[src/rtl/pu_seq.sv]
// Multi-cycle control sequencer for the 16-bit processing unit: steps each
// instruction through fetch, decode, optional data-memory access and write-back.
module pu_seq #(
   parameter int          PCW      = 8,
   parameter int unsigned RESET_PC = 0,
   parameter int          CNTW     = 16
) (
   input  logic            clk,
   input  logic            rst,
   input  logic            run,
   output logic [PCW-1:0]  pc,
   output logic            ir_we,
   input  logic            dec_we,
   input  logic            dec_halt,
   input  logic            dec_dmwe,
   input  logic            dec_dms,
   output logic            dm_req,
   output logic            dm_wr,
   input  logic            dm_ack,
   output logic            rf_we,
   output logic            rf_wsel,
   output logic            halted,
   output logic            busy,
   output logic [CNTW-1:0] retired,
   output logic [2:0]      state
);

   localparam logic [2:0] S_IDLE   = 3'd0;
   localparam logic [2:0] S_FETCH  = 3'd1;
   localparam logic [2:0] S_DECODE = 3'd2;
   localparam logic [2:0] S_MEM    = 3'd3;
   localparam logic [2:0] S_WB     = 3'd4;
   localparam logic [2:0] S_HALT   = 3'd5;

   localparam logic [PCW-1:0]  PC_ONE  = {{(PCW-1){1'b0}}, 1'b1};
   localparam logic [CNTW-1:0] CNT_ONE = {{(CNTW-1){1'b0}}, 1'b1};

   logic [2:0]      r_state;
   logic [PCW-1:0]  r_pc;
   logic [CNTW-1:0] r_retired;

   logic [2:0]      w_next;
   logic            w_retire;
   logic            w_is_store;
   logic            w_is_load;

   // A store wins when the decoder flags both a store and a load.
   assign w_is_store = dec_dmwe;
   assign w_is_load  = dec_dms & ~dec_dmwe;

   assign pc      = r_pc;
   assign retired = r_retired;
   assign state   = r_state;

   // State, PC and retired-count registers.
   always_ff @(posedge clk) begin
      if (rst) begin
         r_state   <= S_IDLE;
         r_pc      <= RESET_PC[PCW-1:0];
         r_retired <= {CNTW{1'b0}};
      end else begin
         r_state <= w_next;
         if (w_retire) begin
            r_pc      <= r_pc + PC_ONE;
            r_retired <= r_retired + CNT_ONE;
         end else begin
            r_pc      <= r_pc;
            r_retired <= r_retired;
         end
      end
   end

   // Next-state selection and control-strobe decode from the current state.
   always_comb begin
      w_next   = r_state;
      w_retire = 1'b0;
      ir_we    = 1'b0;
      dm_req   = 1'b0;
      dm_wr    = 1'b0;
      rf_we    = 1'b0;
      rf_wsel  = 1'b0;
      halted   = 1'b0;
      busy     = 1'b0;
      case (r_state)
         S_IDLE: begin
            if (run) begin
               w_next = S_FETCH;
            end else begin
               w_next = S_IDLE;
            end
         end
         S_FETCH: begin
            busy   = 1'b1;
            ir_we  = 1'b1;
            w_next = S_DECODE;
         end
         S_DECODE: begin
            busy = 1'b1;
            if (dec_halt) begin
               w_next = S_HALT;
            end else if (dec_dmwe || dec_dms) begin
               w_next = S_MEM;
            end else begin
               w_next = S_WB;
            end
         end
         S_MEM: begin
            busy   = 1'b1;
            dm_req = 1'b1;
            dm_wr  = w_is_store;
            if (dm_ack) begin
               if (w_is_store) begin
                  w_retire = 1'b1;
                  w_next   = S_FETCH;
               end else begin
                  w_next   = S_WB;
               end
            end else begin
               w_next = S_MEM;
            end
         end
         S_WB: begin
            busy     = 1'b1;
            rf_we    = dec_we | w_is_load;
            rf_wsel  = w_is_load;
            w_retire = 1'b1;
            w_next   = S_FETCH;
         end
         S_HALT: begin
            halted = 1'b1;
            w_next = S_HALT;
         end
         default: begin
            w_next = S_IDLE;
         end
      endcase
   end

endmodule
[config.mk]
export PLATFORM = sky130hd
export DESIGN_NAME = pu_seq
export DESIGN_NICKNAME = d
export VERILOG_FILES = /design/src/rtl/pu_seq.sv
export SDC_FILE = /design/constraint.sdc
export NUM_CORES = 1
export LEC_CHECK = 0
export CORE_MARGIN = 2
export CORE_UTILIZATION = 45
export CTS_BUF_LIST = sky130_fd_sc_hd__clkbuf_8
export CTS_CLUSTER_SIZE = 14
export DETAILED_ROUTE_END_ITERATION = 7
export GPL_TIMING_DRIVEN = 0
export PLACE_DENSITY = 0.77
export RECOVER_POWER = 50
export SLEW_MARGIN = 20
export SYNTH_ARGS = -nofsm -noshare
export SYNTH_HDL_FRONTEND = slang
export SYNTH_SLANG_ARGS = --single-unit
export TNS_END_PERCENT = 30
[constraint.sdc]
create_clock -name clk -period 2 [get_ports clk]
set_input_delay 0.5 -clock clk [delete_from_list [all_inputs] [get_ports clk]]
set_output_delay 0.5 -clock clk [all_outputs]
set_load 0.02 [all_outputs]
==> results of run 1 <==
final cells by class:
type	count	area, um2	area share
repair buffers	43	399.1	0.2100
well taps	33	41.29	0.02172
clock buffers	3	41.29	0.02172
clock inverters	1	5.005	0.002633
inverters	4	15.01	0.007900
multi-input cells	122	784.5	0.4128
plain buffers	12	71.32	0.03752
flip-flops and latches	27	543.0	0.2857
metal layers:
layer  GRT usage  share of wire  vias to the layer above
met5           0              0                        -
met4     0.05714          0.011                        0
met3     0.03712          0.047                        4
met2      0.3611           0.49                       41
met1      0.2450           0.45                      695
li1            -              -                      708
through the flow:
step / hold slack [ns] / TNS (ns)
global route: 0.5274 / -0.1406
CTS: 0.4889 / 0
finish: 0.4853 / 0
detailed placement: 0.4746 / -10.51
global placement: 0.4657 / -9.575
floorplan: 0.5511 / 0
cell families (layout without fill, tap and decap cells):
logic type / count (synthesis) / in the layout
adder cells (fa/ha/maj): 2 / 2
AND/OR/NAND/NOR: 65 / 65
buffers and inverters: 16 / 63
multiplexers: 3 / 3
XOR/XNOR: 5 / 5
flip-flops: 27 / 27
AO/OA/AOI/OAI: 47 / 47
critical path, stage by stage (launching register included):
cell	delay, ns
dfxtp_2	0.33
buf_6	0.12
or3b_4	0.43
nor3b_2	0.16
buf_4	0.16
Yosys cell counts, drive strengths merged (3+ instances only):
| master | n |
|---|---|
| or4 | 6 |
| nand4 | 4 |
| a21oi | 23 |
| dfxtp | 27 |
| inv | 4 |
| nor2 | 12 |
| xor2 | 4 |
| o31ai | 6 |
| o21ai | 11 |
| nand3 | 9 |
| buf | 8 |
| clkbuf | 4 |
| nand2 | 6 |
| or3 | 9 |
| and4 | 3 |
| nor3 | 3 |
worst max path at each step:
stage                        start          end  slack [ns]
after floorplan           state[2]  retired[15]        0.03
after global placement    dec_dmwe        dm_wr       -0.56
after detailed placement  dec_dmwe   retired[1]       -0.58
after CTS                 dec_dmwe        dm_wr       0.003
after global routing      state[0]  retired[14]       -0.04
final                     state[1]      rf_wsel        0.02
power groups by stage:
stage / clock [mW] / sequential, mW / combinational, mW
2_1_floorplan: 0 / 0.568 / 0.0695
3_3_place_gp: 0 / 0.560 / 0.132
3_5_place_dp: 0 / 0.561 / 0.136
4_1_cts: 0.323 / 0.549 / 0.132
5_1_grt: 0.343 / 0.550 / 0.142
6_report: 0.316 / 0.549 / 0.132
registers in the layout (all words and copies together), names as in the netlist:
register and flops:
retired 16, pc 8, state 3
timing repair:
item,4_1_cts,5_1_grt
pin swaps,1,2
resized for setup,23,7
buffers inserted,1,2
endpoints found under the setup margin,28,12
==> flow_metrics.py, run 1 <==
metrics = {
    "run": {
        "maxCapViolCount": 0,
    },
    "grt": {
        "grt_pass1_vias": 1305,
        "antenna_found_initial": 0,
        "grt_pass1_wl_um": 5595,
        "grt_use_total": 0.2017,
        "grt_overflow_total": 0,
        "grt_max_degree": 16,
    },
    "worst_setup_path": {
        "cp-end-kind": "primary output",
        "worstSetupPathType": "flop to primary output",
        "critical_path.max_fanout": 9,
        "cp.required_ns": 1.50,
        "worstSetupStartpointType": "flop",
        "reg2reg_slack_ns": 0.05,
        "r2r_cells": 6,
        "r2r_start": "state[1]",
        "r2r_end": "retired[14]",
        "cp.arrival_ns": 1.48,
    },
    "synth": {
        "synth_area_um2": 1388,
        "async_flop_share": 0,
        "synth_top_cell_area_share": 0.3895,
        "synth_compound_area_frac": 0.2056,
        "syn_nets": 175,
        "synth-simple-area-share": 0.2750,
        "syn_avg_cell_area_um2": 8.410,
        "ys_ff_latch": 27,
        "synth_top_family_by_area": "simple AND/OR/NAND/NOR gates",
        "synthXorXnorAreaFrac": 0.03156,
        "synthAdderAreaFrac": 0.01803,
        "synth-warning-count": 0,
        "synth_area_leader_cell": "dfxtp_1",
        "synth_cell_types": 39,
        "synth-edff-count": 0,
        "synth_ff_type": "dfxtp_1",
        "netlist_instances": 165,
        "synthMuxAreaShare": 0.02254,
        "yosysSeqAreaShare": 0.3895,
        "ys_top_cells_by_area": "dfxtp_1 39%, a21oi_1 8.3%, or3_1 4.1%",
    },
    "cells_and_area": {
        "design_area_um2": 1901,
        "areaGrowthSynthToFinish_pct": 36.97,
        "antenna_cells": 0,
        "final_cells": 245,
        "final_util": 0.6329,
        "layout_commonest_cell": "dfxtp_1",
        "most-common-layout-cells": "25 x dfxtp_1, 22 x a21oi_1, 16 x dlygate4sd3_1",
        "fillers": 289,
        "nNetsFinal": 223,
        "drive_above_1_share": 0.1274,
    },
    "sta": {
        "relSlewSlack": 0.6308,
        "period_minus_slack_ns": 1.979,
        "layout_setup_ws_ns": 0.02132,
        "skew_ns": 0.001994,
        "slew_violations": 0,
        "fmax_mhz": 505.4,
        "setup_viol": 0,
        "tightest_slew_ns": 0.5537,
        "period_share": 0.9893,
        "rsz0062_at_grt": "true",
        "report.final.hold_viol_count": 0,
    },
    "pwr": {
        "clkPwrFrac": 0.317,
        "powerDensity_nw_per_um2": 524.3,
        "switching_power_mw": 0.2547,
        "leakagePower_nw": 0.7234,
        "switching_share": 0.2556,
        "power_frac_comb": 0.133,
        "peakVddDrop_v": 0.0003174,
        "finalPower_mw": 0.9965,
        "seq_power_share": 0.550,
        "p_int_mw": 0.7418,
    },
    "floorplan": {
        "io_pins": 42,
        "die-area_um2": 3544,
        "die_h_um": 59.53,
        "die_x_um": 59.53,
        "rows": 20,
        "initial_core_util": 0.4621,
        "coreArea_um2": 3003,
    },
    "status": {
        "status": "completed",
    },
    "hold_path": {
        "min_to": "pc[7]",
        "hold_depth": 2,
        "holdCritPathClass": "flop to flop",
        "hp-start": "pc[7]",
    },
    "place": {
        "gp_congestion": 0.8302,
        "dp_slack_ns": -0.5774,
        "placed_cells": 238,
        "io_buffers": 40,
        "hpwl_um": 2539,
        "place_area_um2": 1834,
    },
    "clocking": {
        "clockBufferDepth": 2,
        "cts_buffers": 3,
        "cts.clk_slew.worst_paths_ns": 0.09,
        "root_buffer": "clkbuf_8",
        "clock_latency_ns": 0.27,
        "cts_max_level": 1,
        "holdBufCountCts": 0,
        "cts_tree": "done",
        "clkSinkCount": 27,
    },
    "routing": {
        "wl_um": 3552,
        "drtIter0Drc": 62,
        "vias": 1448,
        "wire_per_inst_um": 14.50,
        "vias_per_cell": 5.910,
        "first_pass_iters": 4,
        "ant_nets": 0,
        "drc_errors": 0,
    },
}
(Power assumes the default switching activity.)
==> inputs of run 2 (changes only) <==
CORE_UTILIZATION = 47   (was 45)
PLACE_DENSITY = 0.8   (was 0.77)
TNS_END_PERCENT = 20   (was 30)
==> flow_metrics.py, run 2 (same netlist as run 1, synthesis figures left out) <==
metrics = {
    "status": {
        "status": "finished with violations",
        "violations": "setup timing",
    },
    "floorplan": {
        "initial_core_util": 0.4989,
        "coreArea_um2": 2781,
        "die_x_um": 58.34,
        "die-area_um2": 3403,
        "io_pins": 42,
        "die_h_um": 58.34,
        "rows": 19,
    },
    "grt": {
        "grt_pass1_vias": 1320,
        "grt_max_degree": 15,
        "grt_pass1_wl_um": 6037,
        "grt_overflow_total": 0,
        "grt_use_total": 0.2250,
        "antenna_found_initial": 0,
    },
    "routing": {
        "ant_nets": 0,
        "first_pass_iters": 4,
        "drc_errors": 0,
        "vias": 1429,
        "wire_per_inst_um": 14.91,
        "drtIter0Drc": 30,
        "vias_per_cell": 5.881,
        "wl_um": 3622,
    },
    "worst_setup_path": {
        "worstPathCellList": "buf_6, or3b_4, nor3b_2, buf_4",
        "crit_path_top_delay_cell": "or3b_4",
        "worstSetupStartpointType": "flop",
        "max_stage_delay_ns": 0.41,
        "critical_path.max_fanout": 9,
        "cp.arrival_ns": 1.50,
        "cpLargestDelayFamily": "simple AND/OR/NAND/NOR gates",
        "worstSetupPathType": "flop to primary output",
        "cp-end-kind": "primary output",
        "critPathBufInv": 2,
        "cp.required_ns": 1.50,
    },
    "cells_and_area": {
        "largest_reg_flops": 16,
        "areaGrowthSynthToFinish_pct": 38.23,
        "antenna_cells": 0,
        "nNetsFinal": 223,
        "final_util": 0.6896,
        "drive_above_1_share": 0.1415,
        "layout_commonest_cell": "clkdlybuf4s50_1",
        "most-common-layout-cells": "30 x clkdlybuf4s50_1, 23 x dfxtp_1, 22 x a21oi_1",
    },
    "sta": {
        "rsz0062_at_grt": "true",
        "skew_ns": 0.004621,
        "slew_violations": 0,
        "layout_setup_ws_ns": -0.001691,
        "fmax_mhz": 499.6,
        "setup_tns_ns": -0.001691,
        "relSlewSlack": 0.6508,
        "period_share": 1.001,
        "tightest_slew_ns": 0.5239,
        "report.final.hold_viol_count": 0,
        "setup_viol": 1,
        "period_minus_slack_ns": 2.002,
    },
    "place": {
        "hpwl_um": 2635,
        "io_buffers": 40,
        "dp_slack_ns": -0.5897,
        "gp_congestion": 0.8622,
    },
    "clocking": {
        "cts_tree": "done",
        "cts.clk_slew.worst_paths_ns": 0.09,
        "clkSinkCount": 27,
        "clock_latency_ns": 0.27,
        "clockBufferDepth": 2,
        "root_buffer": "clkbuf_8",
        "cts_buffers": 3,
        "cts_max_level": 1,
    },
    "pwr": {
        "powerDensity_nw_per_um2": 514.8,
        "peakVddDrop_v": 0.0004766,
        "leakagePower_nw": 0.6704,
    },
    "hold_path": {
        "holdCritPathClass": "flop to flop",
    },
    "run": {
        "maxCapViolCount": 0,
    },
}
==> run 2: changes by cell type in the layout (fill, tap and decap cells not counted), sizes merged, moves of 2 or more <==
| cell | change |
|---|---|
| clkdlybuf4s50 | +15 |
| buf | +2 |
| clkdlybuf4s15 | +2 |
| dlygate4sd3 | -15 |
| clkbuf | -4 |
==> run 2: final timing paths <==
path              startpoint          end  slack, ns  depth (start not counted)
setup / recovery    state[0]      rf_wsel     -0.002                          4
hold / removal         pc[7]        pc[7]       0.49                          2
hold reg to reg        pc[7]        pc[7]       0.49                          2
setup reg to reg    state[0]  retired[10]       0.05                          6
==> run 2: final cells by class <==
type                       instances  area, um2
fill                             229      863.3
multi-input combinational        122      787.0
sequential                        27      545.5
timing repair buffer              44      419.2
buffer                            11      67.56
clock buffer                       3      41.29
tap                               31      38.79
inverter                           4      15.01
clock inverter                     1      3.754
==> run 2: what timing repair did <==
item,in CTS,in global routing
hold buffers,0,0
hold endpoints to repair,0,0
gates resized for setup,27,7
pin swaps,3,3
setup buffers,2,2
endpoints found under the setup margin,27,10
==> run 2: where the power goes <==
group | internal [mW] | switching, mW | total [mW] | leakage [nW]
clock | 0.137 | 0.167 | 0.304 | 0.0269
sequential | 0.545 | 0.00837 | 0.553 | 0.220
combinational | 0.0594 | 0.0710 | 0.130 | 0.424
==> run 2: metrics by stage <==
stage / area (um2) / std cells / total power [mW] / hold WS (ns)
after floorplan: 1393 / 165 / 0.6379 / 0.5511
after global placement: 1832 / 236 / 0.6930 / 0.4620
after detailed placement: 1832 / 236 / 0.6973 / 0.4800
after CTS: 1901 / 242 / 0.9948 / 0.4933
after global routing: 1918 / 243 / 1.032 / 0.5182
final: 1918 / 243 / 0.9874 / 0.4914
==> run 2: worst min-delay path: cells and delay by family (launching register included) <==
family | cells | cell delay (ns)
DFF | 1 | 0.33
AOI/OAI and AO/OA | 2 | 0.12
==> run 2: metal layers <==
layer  GRT usage  wire [um]
met4     0.06645         22
met1      0.2981       1572
met3     0.03077        222
met5           0          0
met2      0.3820       1805
